$ cat src/rtl/decode_pkg.sv
// Shared decode definitions: RV32 base opcode constants, immediate format
// codes and the opcode legality helper used by the optional illegal check.
package decode_pkg;

  localparam logic [6:0] OPC_LUI      = 7'b0110111;
  localparam logic [6:0] OPC_AUIPC    = 7'b0010111;
  localparam logic [6:0] OPC_JAL      = 7'b1101111;
  localparam logic [6:0] OPC_JALR     = 7'b1100111;
  localparam logic [6:0] OPC_LOAD     = 7'b0000011;
  localparam logic [6:0] OPC_OP_IMM   = 7'b0010011;
  localparam logic [6:0] OPC_STORE    = 7'b0100011;
  localparam logic [6:0] OPC_BRANCH   = 7'b1100011;
  localparam logic [6:0] OPC_OP       = 7'b0110011;
  localparam logic [6:0] OPC_MISC_MEM = 7'b0001111;
  localparam logic [6:0] OPC_SYSTEM   = 7'b1110011;

  typedef enum logic [2:0] {
    IMM_FMT_NONE = 3'd0,
    IMM_FMT_I    = 3'd1,
    IMM_FMT_S    = 3'd2,
    IMM_FMT_B    = 3'd3,
    IMM_FMT_U    = 3'd4,
    IMM_FMT_J    = 3'd5
  } imm_fmt_e;

  // True when the opcode is a 32-bit encoding from the supported base set.
  function automatic logic is_legal_opcode(input logic [6:0] opc);
    logic r_ok;
    r_ok = 1'b0;
    if (opc[1:0] != 2'b11) begin
      r_ok = 1'b0;
    end else begin
      case (opc)
        OPC_LUI, OPC_AUIPC, OPC_JAL, OPC_JALR, OPC_LOAD, OPC_OP_IMM,
        OPC_STORE, OPC_BRANCH, OPC_OP, OPC_MISC_MEM, OPC_SYSTEM: r_ok = 1'b1;
        default: r_ok = 1'b0;
      endcase
    end
    return r_ok;
  endfunction

endpackage

$ cat src/rtl/decode_imm_gen.sv
// Combinational immediate generator: picks the instruction format from the
// opcode and assembles the sign-extended 32-bit immediate for it.
module decode_imm_gen (
  input  logic [31:0] i_inst,
  output logic [31:0] o_imm,
  output logic [2:0]  o_fmt
);
  import decode_pkg::*;

  imm_fmt_e w_fmt;

  // Format select and immediate assembly; unknown opcodes give NONE and 0.
  always_comb begin
    w_fmt = IMM_FMT_NONE;
    o_imm = 32'd0;
    case (i_inst[6:0])
      OPC_LUI, OPC_AUIPC: begin
        w_fmt = IMM_FMT_U;
        o_imm = {i_inst[31:12], 12'd0};
      end
      OPC_JAL: begin
        w_fmt = IMM_FMT_J;
        o_imm = {{12{i_inst[31]}}, i_inst[19:12], i_inst[20], i_inst[30:21], 1'b0};
      end
      OPC_JALR, OPC_LOAD, OPC_OP_IMM: begin
        w_fmt = IMM_FMT_I;
        o_imm = {{20{i_inst[31]}}, i_inst[31:20]};
      end
      OPC_STORE: begin
        w_fmt = IMM_FMT_S;
        o_imm = {{20{i_inst[31]}}, i_inst[31:25], i_inst[11:7]};
      end
      OPC_BRANCH: begin
        w_fmt = IMM_FMT_B;
        o_imm = {{20{i_inst[31]}}, i_inst[7], i_inst[30:25], i_inst[11:8], 1'b0};
      end
      default: begin
        w_fmt = IMM_FMT_NONE;
        o_imm = 32'd0;
      end
    endcase
  end

  assign o_fmt = w_fmt;

endmodule

$ cat src/rtl/decode_1st_queue.sv
// First decode stage: a DEPTH-entry FIFO of fetched {PC, instruction} pairs
// whose head entry is split into fields and immediate for decode stage 2.
// Optional feature macro: DECODE_ILLEGAL_CHK_EN enables the illegal-opcode
// flag on DECODE_ILLEGAL; without it the port is tied low.
module decode_1st_queue #(
  parameter int DEPTH    = 4,
  parameter int PC_WIDTH = 32
) (
  input  logic                    CLK,
  input  logic                    RST,
  input  logic                    FLUSH,
  input  logic                    INST_VALID,
  output logic                    INST_READY,
  input  logic [PC_WIDTH-1:0]     INST_PC,
  input  logic [31:0]             INST_DATA,
  output logic                    DECODE_VALID,
  input  logic                    DECODE_READY,
  output logic [PC_WIDTH-1:0]     DECODE_PC,
  output logic [6:0]              OPCODE,
  output logic [4:0]              RD,
  output logic [4:0]              RS1,
  output logic [4:0]              RS2,
  output logic [2:0]              FUNCT3,
  output logic [6:0]              FUNCT7,
  output logic [31:0]             DECODE_IMM,
  output logic [2:0]              DECODE_IMM_FMT,
  output logic [$clog2(DEPTH):0]  DECODE_COUNT,
  output logic                    DECODE_ILLEGAL
);
  import decode_pkg::*;

  localparam int AW = $clog2(DEPTH);
  localparam logic [AW-1:0] PTR_ONE  = AW'(1);
  localparam logic [AW:0]   CNT_ONE  = (AW+1)'(1);
  localparam logic [AW:0]   CNT_FULL = (AW+1)'(DEPTH);

  logic [PC_WIDTH-1:0] r_mem_pc   [DEPTH];
  logic [31:0]         r_mem_inst [DEPTH];
  logic [AW-1:0]       r_wr_ptr;
  logic [AW-1:0]       r_rd_ptr;
  logic [AW:0]         r_count;

  logic                w_push;
  logic                w_pop;
  logic [31:0]         w_head_inst;
  logic [PC_WIDTH-1:0] w_head_pc;

  // Ready and valid come from the registered count only, so there is no
  // combinational path from DECODE_READY back to INST_READY.
  assign INST_READY   = (r_count < CNT_FULL);
  assign DECODE_VALID = (r_count != {(AW+1){1'b0}});
  assign DECODE_COUNT = r_count;

  assign w_push = INST_VALID && INST_READY;
  assign w_pop  = DECODE_VALID && DECODE_READY;

  // Pointer and occupancy update; reset beats flush, flush beats push/pop.
  always_ff @(posedge CLK) begin
    if (RST) begin
      r_wr_ptr <= {AW{1'b0}};
      r_rd_ptr <= {AW{1'b0}};
      r_count  <= {(AW+1){1'b0}};
    end else if (FLUSH) begin
      r_wr_ptr <= {AW{1'b0}};
      r_rd_ptr <= {AW{1'b0}};
      r_count  <= {(AW+1){1'b0}};
    end else begin
      if (w_push) begin
        r_wr_ptr <= r_wr_ptr + PTR_ONE;
      end else begin
        r_wr_ptr <= r_wr_ptr;
      end
      if (w_pop) begin
        r_rd_ptr <= r_rd_ptr + PTR_ONE;
      end else begin
        r_rd_ptr <= r_rd_ptr;
      end
      case ({w_push, w_pop})
        2'b10:   r_count <= r_count + CNT_ONE;
        2'b01:   r_count <= r_count - CNT_ONE;
        default: r_count <= r_count;
      endcase
    end
  end

  // Entry storage; payload needs no reset since occupancy guards every read.
  always_ff @(posedge CLK) begin
    if (w_push && !RST && !FLUSH) begin
      r_mem_pc[r_wr_ptr]   <= INST_PC;
      r_mem_inst[r_wr_ptr] <= INST_DATA;
    end
  end

  // Head entry, forced to zero while empty so every decode output reads 0.
  always_comb begin
    w_head_inst = 32'd0;
    w_head_pc   = {PC_WIDTH{1'b0}};
    if (DECODE_VALID) begin
      w_head_inst = r_mem_inst[r_rd_ptr];
      w_head_pc   = r_mem_pc[r_rd_ptr];
    end else begin
      w_head_inst = 32'd0;
      w_head_pc   = {PC_WIDTH{1'b0}};
    end
  end

  assign DECODE_PC = w_head_pc;
  assign OPCODE    = w_head_inst[6:0];
  assign RD        = w_head_inst[11:7];
  assign FUNCT3    = w_head_inst[14:12];
  assign RS1       = w_head_inst[19:15];
  assign RS2       = w_head_inst[24:20];
  assign FUNCT7    = w_head_inst[31:25];

  decode_imm_gen u_imm_gen (
    .i_inst (w_head_inst),
    .o_imm  (DECODE_IMM),
    .o_fmt  (DECODE_IMM_FMT)
  );

`ifdef DECODE_ILLEGAL_CHK_EN
  assign DECODE_ILLEGAL = DECODE_VALID && !is_legal_opcode(w_head_inst[6:0]);
`else
  assign DECODE_ILLEGAL = 1'b0;
`endif

endmodule

$ cat config.mk
export PLATFORM = sky130hd
export DESIGN_NAME = decode_1st_queue
export DESIGN_NICKNAME = d
export VERILOG_FILES = /design/src/rtl/decode_pkg.sv /design/src/rtl/decode_imm_gen.sv /design/src/rtl/decode_1st_queue.sv
export SDC_FILE = /design/constraint.sdc
export NUM_CORES = 1
export LEC_CHECK = 0
export CORE_ASPECT_RATIO = 1.75
export CORE_UTILIZATION = 60
export CTS_BUF_LIST = sky130_fd_sc_hd__clkbuf_8
export CTS_CLUSTER_DIAMETER = 30
export DETAILED_ROUTE_END_ITERATION = 8
export GPL_TIMING_DRIVEN = 0
export HOLD_SLACK_MARGIN = 0.15
export PLACE_DENSITY = 0.95
export SKIP_CTS_REPAIR_TIMING = 1
export SYNTH_ARGS = -nofsm -noshare
export SYNTH_HDL_FRONTEND = slang
export SYNTH_SLANG_ARGS = --single-unit
export TNS_END_PERCENT = 20
$ cat constraint.sdc
create_clock -name CLK -period 7.8 [get_ports CLK]
set_input_delay 1.56 -clock CLK [delete_from_list [all_inputs] [get_ports CLK]]
set_output_delay 1.56 -clock CLK [all_outputs]
set_load 0.02 [all_outputs]
Word level (Yosys, flattened, before mapping):

Memory sizes are Yosys's and may differ from the RTL's. A register that Yosys moved wholly into a read port is not among the register bits.
Cells that the tools add are included.

* $add $sub $neg: 4
* order comparisons: 1
* equality and inequality tests: 10
* multiplexer cells: 11
* reductions and logical operators: 11

Operators by type and width (number)
* $pmux W32 S5: 1
* $mux W32: 2
* $eq A7 B7 Y1 const B: 3
* $pmux W3 S5: 1
* $eq A7 B5 Y1 const B: 2
* $eq A7 B6 Y1 const B: 2
* $mux W2: 4
* $eq A7 B2 Y1 const B: 1
* $pmux W3 S2: 1
* $add A2 B1 Y2 const B: 2
* $logic_and A1 B1 Y1: 4
* $reduce_or A2 Y1: 2
* $add A3 B1 Y3 const B: 1
* $lt A3 B3 Y1 const B: 1
* $reduce_bool A3 Y1: 1
* $reduce_or A3 Y1: 1
* $sub A3 B1 Y3 const B: 1
* $eq A2 B1 Y1 const B: 1
* $eq A2 B2 Y1 const B: 1
* $logic_not A1 Y1: 2
* $mux W1: 2
* $reduce_bool A2 Y1: 1

* flip-flop bits (word level): 7
* bits in writable memories: 256
* input bits: 69
* output and inout port bits: 105
* logic and storage cells: 42
* memories kept: 2

Memories
* r_mem_inst: depth 4, bits a word 32, rd ports 1, clocked after memory_dff 1, wr ports 1, RTL line decode_1st_queue.sv:38 `logic [31:0] r_mem_inst [DEPTH];`
* r_mem_pc: depth 4, bits a word 32, rd ports 1, clocked after memory_dff 1, wr ports 1, RTL line decode_1st_queue.sv:37 `logic [PC_WIDTH-1:0] r_mem_pc [DEPTH];`

Logic depth before layout (Yosys ltp):

Gate-level depths: netlist (run 1).

* depth after elaboration: 6
* mapped depth: 10

Hierarchy:

Synthesis (run 1) repeated with hierarchy kept, for this count alone.

* cells, all modules: 556
* area, all modules: 10854.2 µm²

Modules (own cells, without submodules)
* decode_1st_queue: instances 1, cells each 460, area each 10216.0 µm²
* decode_imm_gen: instances 1, cells each 96, area each 638.1 µm²

Worst setup path after synthesis (run 1):

No wires, ideal clock.

* kind: input to register
* from: in INST_VALID
* to: mem r_mem_inst[0][0], enable pin
* setup time: 0.429 ns
* data arrival time: 3.489 ns
* data required time: 7.371 ns
* path slack: 3.883 ns
* stages on the path: 3
* cells stage by stage: nor2b_1 > clkbuf_1 > and3_1

* cells in the longest elaborated chain, start to end: 5

RTL lines
* start, declared: RTL line decode_1st_queue.sv:12 `input logic INST_VALID,`
* $logic_and A1 B1 Y1: RTL line decode_1st_queue.sv:54 `assign w_push = INST_VALID && INST_READY;`
* $logic_and A1 B1 Y1 (2 in a row): RTL line decode_1st_queue.sv:88 `if (w_push && !RST && !FLUSH) begin`
* $mux W1: RTL line decode_1st_queue.sv:88
* $mux W1 (not written as such): RTL line decode_1st_queue.sv:90 `r_mem_inst[r_wr_ptr] <= INST_DATA;`
* end, declared: RTL line decode_1st_queue.sv:38

Every way passes these cells.

==> out/qor.csv, run 1 <==
metric;value;unit
status;finished, final reports clean;
GRT overflow;0;
maximum vdd ir drop;0.0001500;V
period utilization;0.6568;
power per cell area;208.6;mW/mm2
Ys Warns;0;
# rows;64;
worst path cell trace;buf_2, clkbuf_1, clkbuf_1, mux4_2, and2_1, clkdlybuf4s50_1;
count leader, synth;edfxtp_1;
CTS buffer count;36;
CP arrival;3.56;ns
Hold Path Depth;2;
biggest area consumer among synthesized cells;edfxtp_1;
register-to-register setup slack;5.01;ns
ys flop type;edfxtp_1;
final worst-path setup slack;2.677;ns
Starting Density;0.6139;
Post-Synth Adder-Cell Area;0.007706;
crit end category;primary output;
routability cong.;0.8702;
Root Buffer;clkbuf_8;
Clock transition at path regs;0.06;ns
final-report setup violation count;0;
post-synthesis cell area;0.01072;mm2
clk_skew;0.01430;ns
number of enable flip-flop cells after synthesis;256;
share of the synthesized area in the top cell type;0.7173;
reg2reg path depth;10;
Detailed Route Iter0 Violations;355;
Setup TNS;0;ns
Die H;178.8;um
Unique masters post-synth;46;
Ports;174;
antenna violations before repair;1;
xor and xnor area share after synthesis;0.004086;
fillers;1004;
largest family of logic cells by synthesized area;multiplexers;
total core area;0.01746;mm2
Die X;103.0;um
die footprint;0.01842;mm2
wire length per cell;22.49;um
Crit-path slowest cell;clkbuf_1;
count of final hold-check violations;0;
crit path launch type;register;
min-delay src;r_rd_ptr[0];
Crit Path Category;reg2out;
Mapped Nets;640;
post-route ant nets;0;
delay-heaviest family, CP;buffers and inverters;
Final nets;854;
Hold EP;r_rd_ptr[0];
Yosys reg bits;265;
Synth Area in Simple Gates;0.06924;
routed via count;6013;
compound-gate portion of the synthesized area;0.02557;
clock sink total;265;
Max stage delay on crit path;0.55;ns
Rel. slew slack;0.5714;
dpl hpwl;16.06;mm
worst reg2reg endpoint;DECODE_COUNT[2];
Peak Freq;0.1952;GHz
drt via density;5.832;
number of global-route vias before repair;6412;
DRC viols;0;
TritonCTS clock tree;yes;
fin crit period;5.123;ns
max-slew violations;0;
Buf/Inv on CP;4;
mux contribution to synthesized area;0.1361;
pre-CTS setup slack;3.199;ns
Area Growth Syn to Fin;26.41;%
largest net degree at the start of global routing;63;
syn avg cell area;18.97;um2
Slew @ Worst Pin;0.6429;ns
Worst EP required;6.24;ns
Worst-Skew Late Latency;0.50;ns
post-synthesis sequential area ratio;0.7342;
worst min path class;reg2reg;
maximum clock path buffer count;3;
first-pass iteration count of the detailed router;5;
CP most frequent cell;clkbuf_1;
FF-to-FF Start;DECODE_COUNT[2];
layout cells sized above 1;0.1715;
cell count after synthesis;565;
Critical Path Fanout Max;10;
WL final;23.19;mm
top post-synthesis cells by area;edfxtp_1 72%, mux4_2 13%, and2_1 3.0%;
H-Tree Depth;2;
RSZ-0062 raised after global routing;no;
Synth top cells by count;256 x edfxtp_1, 62 x mux4_2, 52 x and2_1;
Max Cap Viol;0;
Min Hold Slack;0.5498;ns
async set-reset flop share out of synthesis;0;
Pleak;4.495;nW
Tot GR Track Use;0.2625;
first-pass GRT wire length;34.56;mm
port bufs;172;
[where the power goes]
group / internal (mW) / switching (mW) / total [mW] / leakage (nW)
Combinational: 0.103 / 0.112 / 0.215 / 1.71
Clock: 0.569 / 0.460 / 1.03 / 0.404
Sequential: 1.58 / 0.00514 / 1.58 / 2.39
[logic make-up (layout without fill, tap and decap cells)]
kind of cell,after synthesis,in the layout
adder cells (fa/ha/maj),6,6
flip-flops,265,265
buffers and inverters,53,287
other,1,2
multiplexers,65,65
AND/OR/NAND/NOR,130,130
AO/OA/AOI/OAI,40,40
XOR/XNOR,5,5
[flip-flops by register name (all words and copies together) (netlist names), named ones only]
register	cells
DECODE_COUNT	3
r_rd_ptr	2
r_mem_inst	128
r_mem_pc	128
r_wr_ptr	2
[per-layer routing]
| metal | up-vias | wire [um] | GRT usage |
|---|---|---|---|
| met4 | 0 | 927 | 0.1350 |
| met2 | 261 | 13060 | 0.4767 |
| met1 | 3036 | 7717 | 0.2835 |
| met5 | - | 0 | 0 |
| li1 | 2651 | - | - |
| met3 | 65 | 1484 | 0.05302 |
[worst max-delay path by stage]
| stage | startpoint | end | slack (ns) | cells past startpoint |
|---|---|---|---|---|
| after floorplan | INST_VALID | r_mem_inst[0][0] | 3.88 | 3 |
| after global placement | INST_VALID | r_mem_pc[3][18] | 2.38 | 4 |
| after detailed placement | register | DECODE_PC[25] | 3.20 | 6 |
| after CTS | register | DECODE_PC[25] | 2.64 | 6 |
| after global routing | DECODE_COUNT[2] | DECODE_IMM[15] | 2.54 | 8 |
| final | register | DECODE_PC[25] | 2.68 | 6 |
[through the flow]
stage	cells	total power, mW	area [um2]	utilization
2_1_floorplan	565	1.709	10720	-
3_3_place_gp	968	1.814	12730	0.7291
3_5_place_dp	972	1.826	12850	0.7361
4_1_cts	1030	2.849	13540	0.7759
5_1_grt	1031	2.919	13550	0.7760
6_report	1031	2.826	13550	0.7760
[worst min-delay path, stage by stage, from the launching register on]
cell     delay (ns)
dfxtp_1        0.35
xnor2_1        0.09
nor2_1         0.07
[cell usage in the layout (no fill, tap or decap), types with 2 or more instances in the layout]
cell and n:
nor2b_1 2, clkbuf_1 14, buf_6 4, clkinv_1 2
o21ai_0 17, o21ai_2 2, nor3_2 2, inv_1 36
edfxtp_1 256, nor4_4 2, nor3_1 2, mux4_2 62
o211ai_1 8, nand2_1 34, mux4_1 2, and2_1 52
buf_2 9, buf_1 3, bufinv_16 4, a21oi_1 3
xor2_1 3, clkbuf_8 37, and3_4 4, or4bb_1 2
clkdlybuf4s50_1 172, nor2_1 21, o21a_1 3, xnor2_1 2
dfxtp_1 9, buf_16 3, ha_1 5
[cell type report]
cell class / count / area, um2 / share of cell area
sequential: 265 / 7868 / 0.5808
multi-input combinational: 247 / 2625 / 0.1938
timing repair buffer: 176 / 1824 / 0.1347
clock buffer: 37 / 509.2 / 0.03759
tap: 231 / 289.0 / 0.02134
clock inverter: 21 / 185.2 / 0.01367
buffer: 31 / 161.4 / 0.01191
inverter: 22 / 82.58 / 0.006096
antenna: 1 / 2.502 / 0.0001847
Note: power is estimated with default switching activity, not from simulation.
==> run 2, diff against run 1 <==
--- a/config.mk
+++ b/config.mk
@@ -6,13 +6,13 @@
 export NUM_CORES = 1
 export LEC_CHECK = 0
 export CORE_ASPECT_RATIO = 1.75
-export CORE_UTILIZATION = 60
+export CORE_UTILIZATION = 55
 export CTS_BUF_LIST = sky130_fd_sc_hd__clkbuf_8
 export CTS_CLUSTER_DIAMETER = 30
 export DETAILED_ROUTE_END_ITERATION = 8
 export GPL_TIMING_DRIVEN = 0
 export HOLD_SLACK_MARGIN = 0.15
-export PLACE_DENSITY = 0.95
+export PLACE_DENSITY = 0.92
 export SKIP_CTS_REPAIR_TIMING = 1
 export SYNTH_ARGS = -nofsm -noshare
 export SYNTH_HDL_FRONTEND = slang
==> constraint.sdc (replaced) <==
create_clock -name CLK -period 5.11 [get_ports CLK]
set_input_delay 1.022 -clock CLK [delete_from_list [all_inputs] [get_ports CLK]]
set_output_delay 1.022 -clock CLK [all_outputs]
set_load 0.02 [all_outputs]
==> out/qor.csv, run 2 (synthesis gave the netlist of run 1 again) <==
metric;value;unit;change
status;finished, final reports clean;;
register-to-register setup slack;2.32;ns;-2.69 ns
max-slew violations;0;;unchanged
largest net degree at the start of global routing;64;;+1.6%
Starting Density;0.5607;;-0.05321
commonest non-fill, non-tap cell in the layout;edfxtp_1;;
Hold EP;r_rd_ptr[1];;
Setup TNS;0;ns;unchanged
count of final hold-check violations;0;;unchanged
WL final;23.06;mm;-0.56%
RSZ-0062 raised after global routing;no;;
Pleak;4.508;nW;+0.28%
Hold Path Depth;2;;unchanged
CP arrival;3.63;ns;+0.07 ns
Die H;186.7;um;+4.4%
Root Buffer;clkbuf_8;;
Rel. slew slack;0.4920;;-0.07941
GRT overflow;0;;unchanged
routed via count;6029;;+0.27%
Tot GR Track Use;0.2403;;-0.02228
H-Tree Depth;2;;unchanged
most frequent cells in the layout;256 x edfxtp_1, 172 x clkdlybuf4s50_1, 62 x mux4_2, 52 x and2_1, 41 x clkbuf_8;;
number of global-route vias before repair;6582;;+2.7%
crit end category;primary output;;
maximum vdd ir drop;0.0002499;V;+67%
first-pass GRT wire length;35.65;mm;+3.2%
first-pass iteration count of the detailed router;5;;unchanged
Crit Path Category;reg2out;;
Worst EP required;4.09;ns;-2.15 ns
fin area;0.01365;mm2;+0.76%
maximum clock path buffer count;3;;unchanged
post-route ant nets;0;;unchanged
period utilization;0.9100;;
Clock transition at path regs;0.07;ns;about the same
DRC viols;0;;unchanged
port bufs;172;;unchanged
dpl hpwl;15.72;mm;-2.1%
Slew @ Worst Pin;0.7551;ns;+0.1122 ns
final-report setup violation count;0;;unchanged
total core area;0.01911;mm2;+9.5%
fin crit period;4.650;ns;
layout cells sized above 1;0.1841;;+0.01262
Final nets;856;;+0.23%
antenna violations before repair;1;;unchanged
Peak Freq;0.2151;GHz;
fillers;1186;;+18%
CTS buffer count;38;;+5.6%
worst reg2reg endpoint;DECODE_COUNT[2];;
Ports;174;;unchanged
routability cong.;0.9022;;+3.7%
die footprint;0.02007;mm2;+9.0%
reg2reg path depth;10;;unchanged
wire length per cell;22.05;um;-2.0%
power per cell area;326.5;mW/mm2;+56%
FF-to-FF Start;DECODE_COUNT[2];;
Critical Path Fanout Max;10;;unchanged
TritonCTS clock tree;yes;;
Worst-Skew Late Latency;0.52;ns;+0.02 ns
Max Cap Viol;0;;unchanged
clock sink total;265;;unchanged
placed inst area;0.01287;mm2;+0.16%
clk_skew;0.01730;ns;+0.002992 ns
Detailed Route Iter0 Violations;357;;+0.56%
Die X;107.5;um;+4.4%
# rows;67;;+4.7%
crit path launch type;register;;
Area Growth Syn to Fin;27.37;%;
min-delay src;r_rd_ptr[1];;
worst min path class;reg2reg;;
drt via density;5.764;;-1.2%
run 2: changes by cell type in the layout (fill, tap and decap cells not counted):
cell,previous run,this run
clkinv_4,0,2
buf_16,3,4
buf_12,1,0
clkinv_2,1,3
clkinv_1,2,3
clkinvlp_4,0,3
inv_1,36,29
clkbuf_8,37,41
run 2: metrics by stage:
step | std cells | power (mW) | hold WS (ns) | util | setup WS (ns)
after global placement | 978 | 2.770 | 0.5129 | 0.6665 | 0.2755
after CTS | 1045 | 4.491 | 0.5525 | 0.7140 | 0.5087
final | 1046 | 4.456 | 0.5689 | 0.7141 | 0.4600
after detailed placement | 982 | 2.788 | 0.5333 | 0.6733 | 1.081
after global routing | 1046 | 4.596 | 0.6090 | 0.7141 | 0.2178
after floorplan | 565 | 2.609 | 0.4847 | - | 1.731
run 2: worst max-delay path by stage:
| stage | slack (ns) | end | from |
|---|---|---|---|
| final | 0.46 | DECODE_IMM[16] | DECODE_COUNT[2] |
| after global routing | 0.22 | DECODE_IMM[14] | DECODE_COUNT[2] |
| after CTS | 0.51 | DECODE_IMM[23] | register |
| after detailed placement | 1.08 | DECODE_IMM[14] | DECODE_COUNT[2] |
| after global placement | 0.28 | r_mem_pc[1][17] | INST_VALID |
| after floorplan | 1.73 | r_mem_inst[0][0] | INST_VALID |
run 2: area by class of cell:
| type | count | area (um2) | share of cell area |
|---|---|---|---|
| Antenna cell | 1 | 2.502 | 0.0001833 |
| Buffer | 31 | 161.4 | 0.01183 |
| Clock buffer | 41 | 564.3 | 0.04134 |
| Clock inverter | 22 | 212.7 | 0.01558 |
| Inverter | 22 | 82.58 | 0.006050 |
| Multi-Input combinational cell | 247 | 2625 | 0.1923 |
| Sequential cell | 265 | 7868 | 0.5764 |
| Tap cell | 241 | 301.5 | 0.02209 |
| Timing Repair Buffer | 176 | 1832 | 0.1342 |
run 2: routing by layer:
| metal | routed length [um] | vias up | share of wire | GRT usage |
|---|---|---|---|---|
| li1 | - | 2649 | - | - |
| met4 | 1079 | 0 | 0.047 | 0.1301 |
| met5 | 0 | - | 0 | 0 |
| met2 | 12620 | 276 | 0.55 | 0.4265 |
| met1 | 8029 | 3027 | 0.35 | 0.2685 |
| met3 | 1335 | 77 | 0.058 | 0.04366 |
run 2: worst max-delay path, stage by stage, from the launching register on:
cell	delay (ns)
dfxtp_1	0.44
nor3_2	0.14
inv_1	0.11
clkbuf_1	0.48
nand2_1	0.26
nor4_1	0.73
o21ai_2	0.23
nand2_1	0.11
clkdlybuf4s50_1	0.60
run 2: where the power goes:
part	total (mW)	internal [mW]	switching (mW)
clock network	1.71	0.947	0.768
logic	0.328	0.157	0.171
registers	2.41	2.41	0.00742
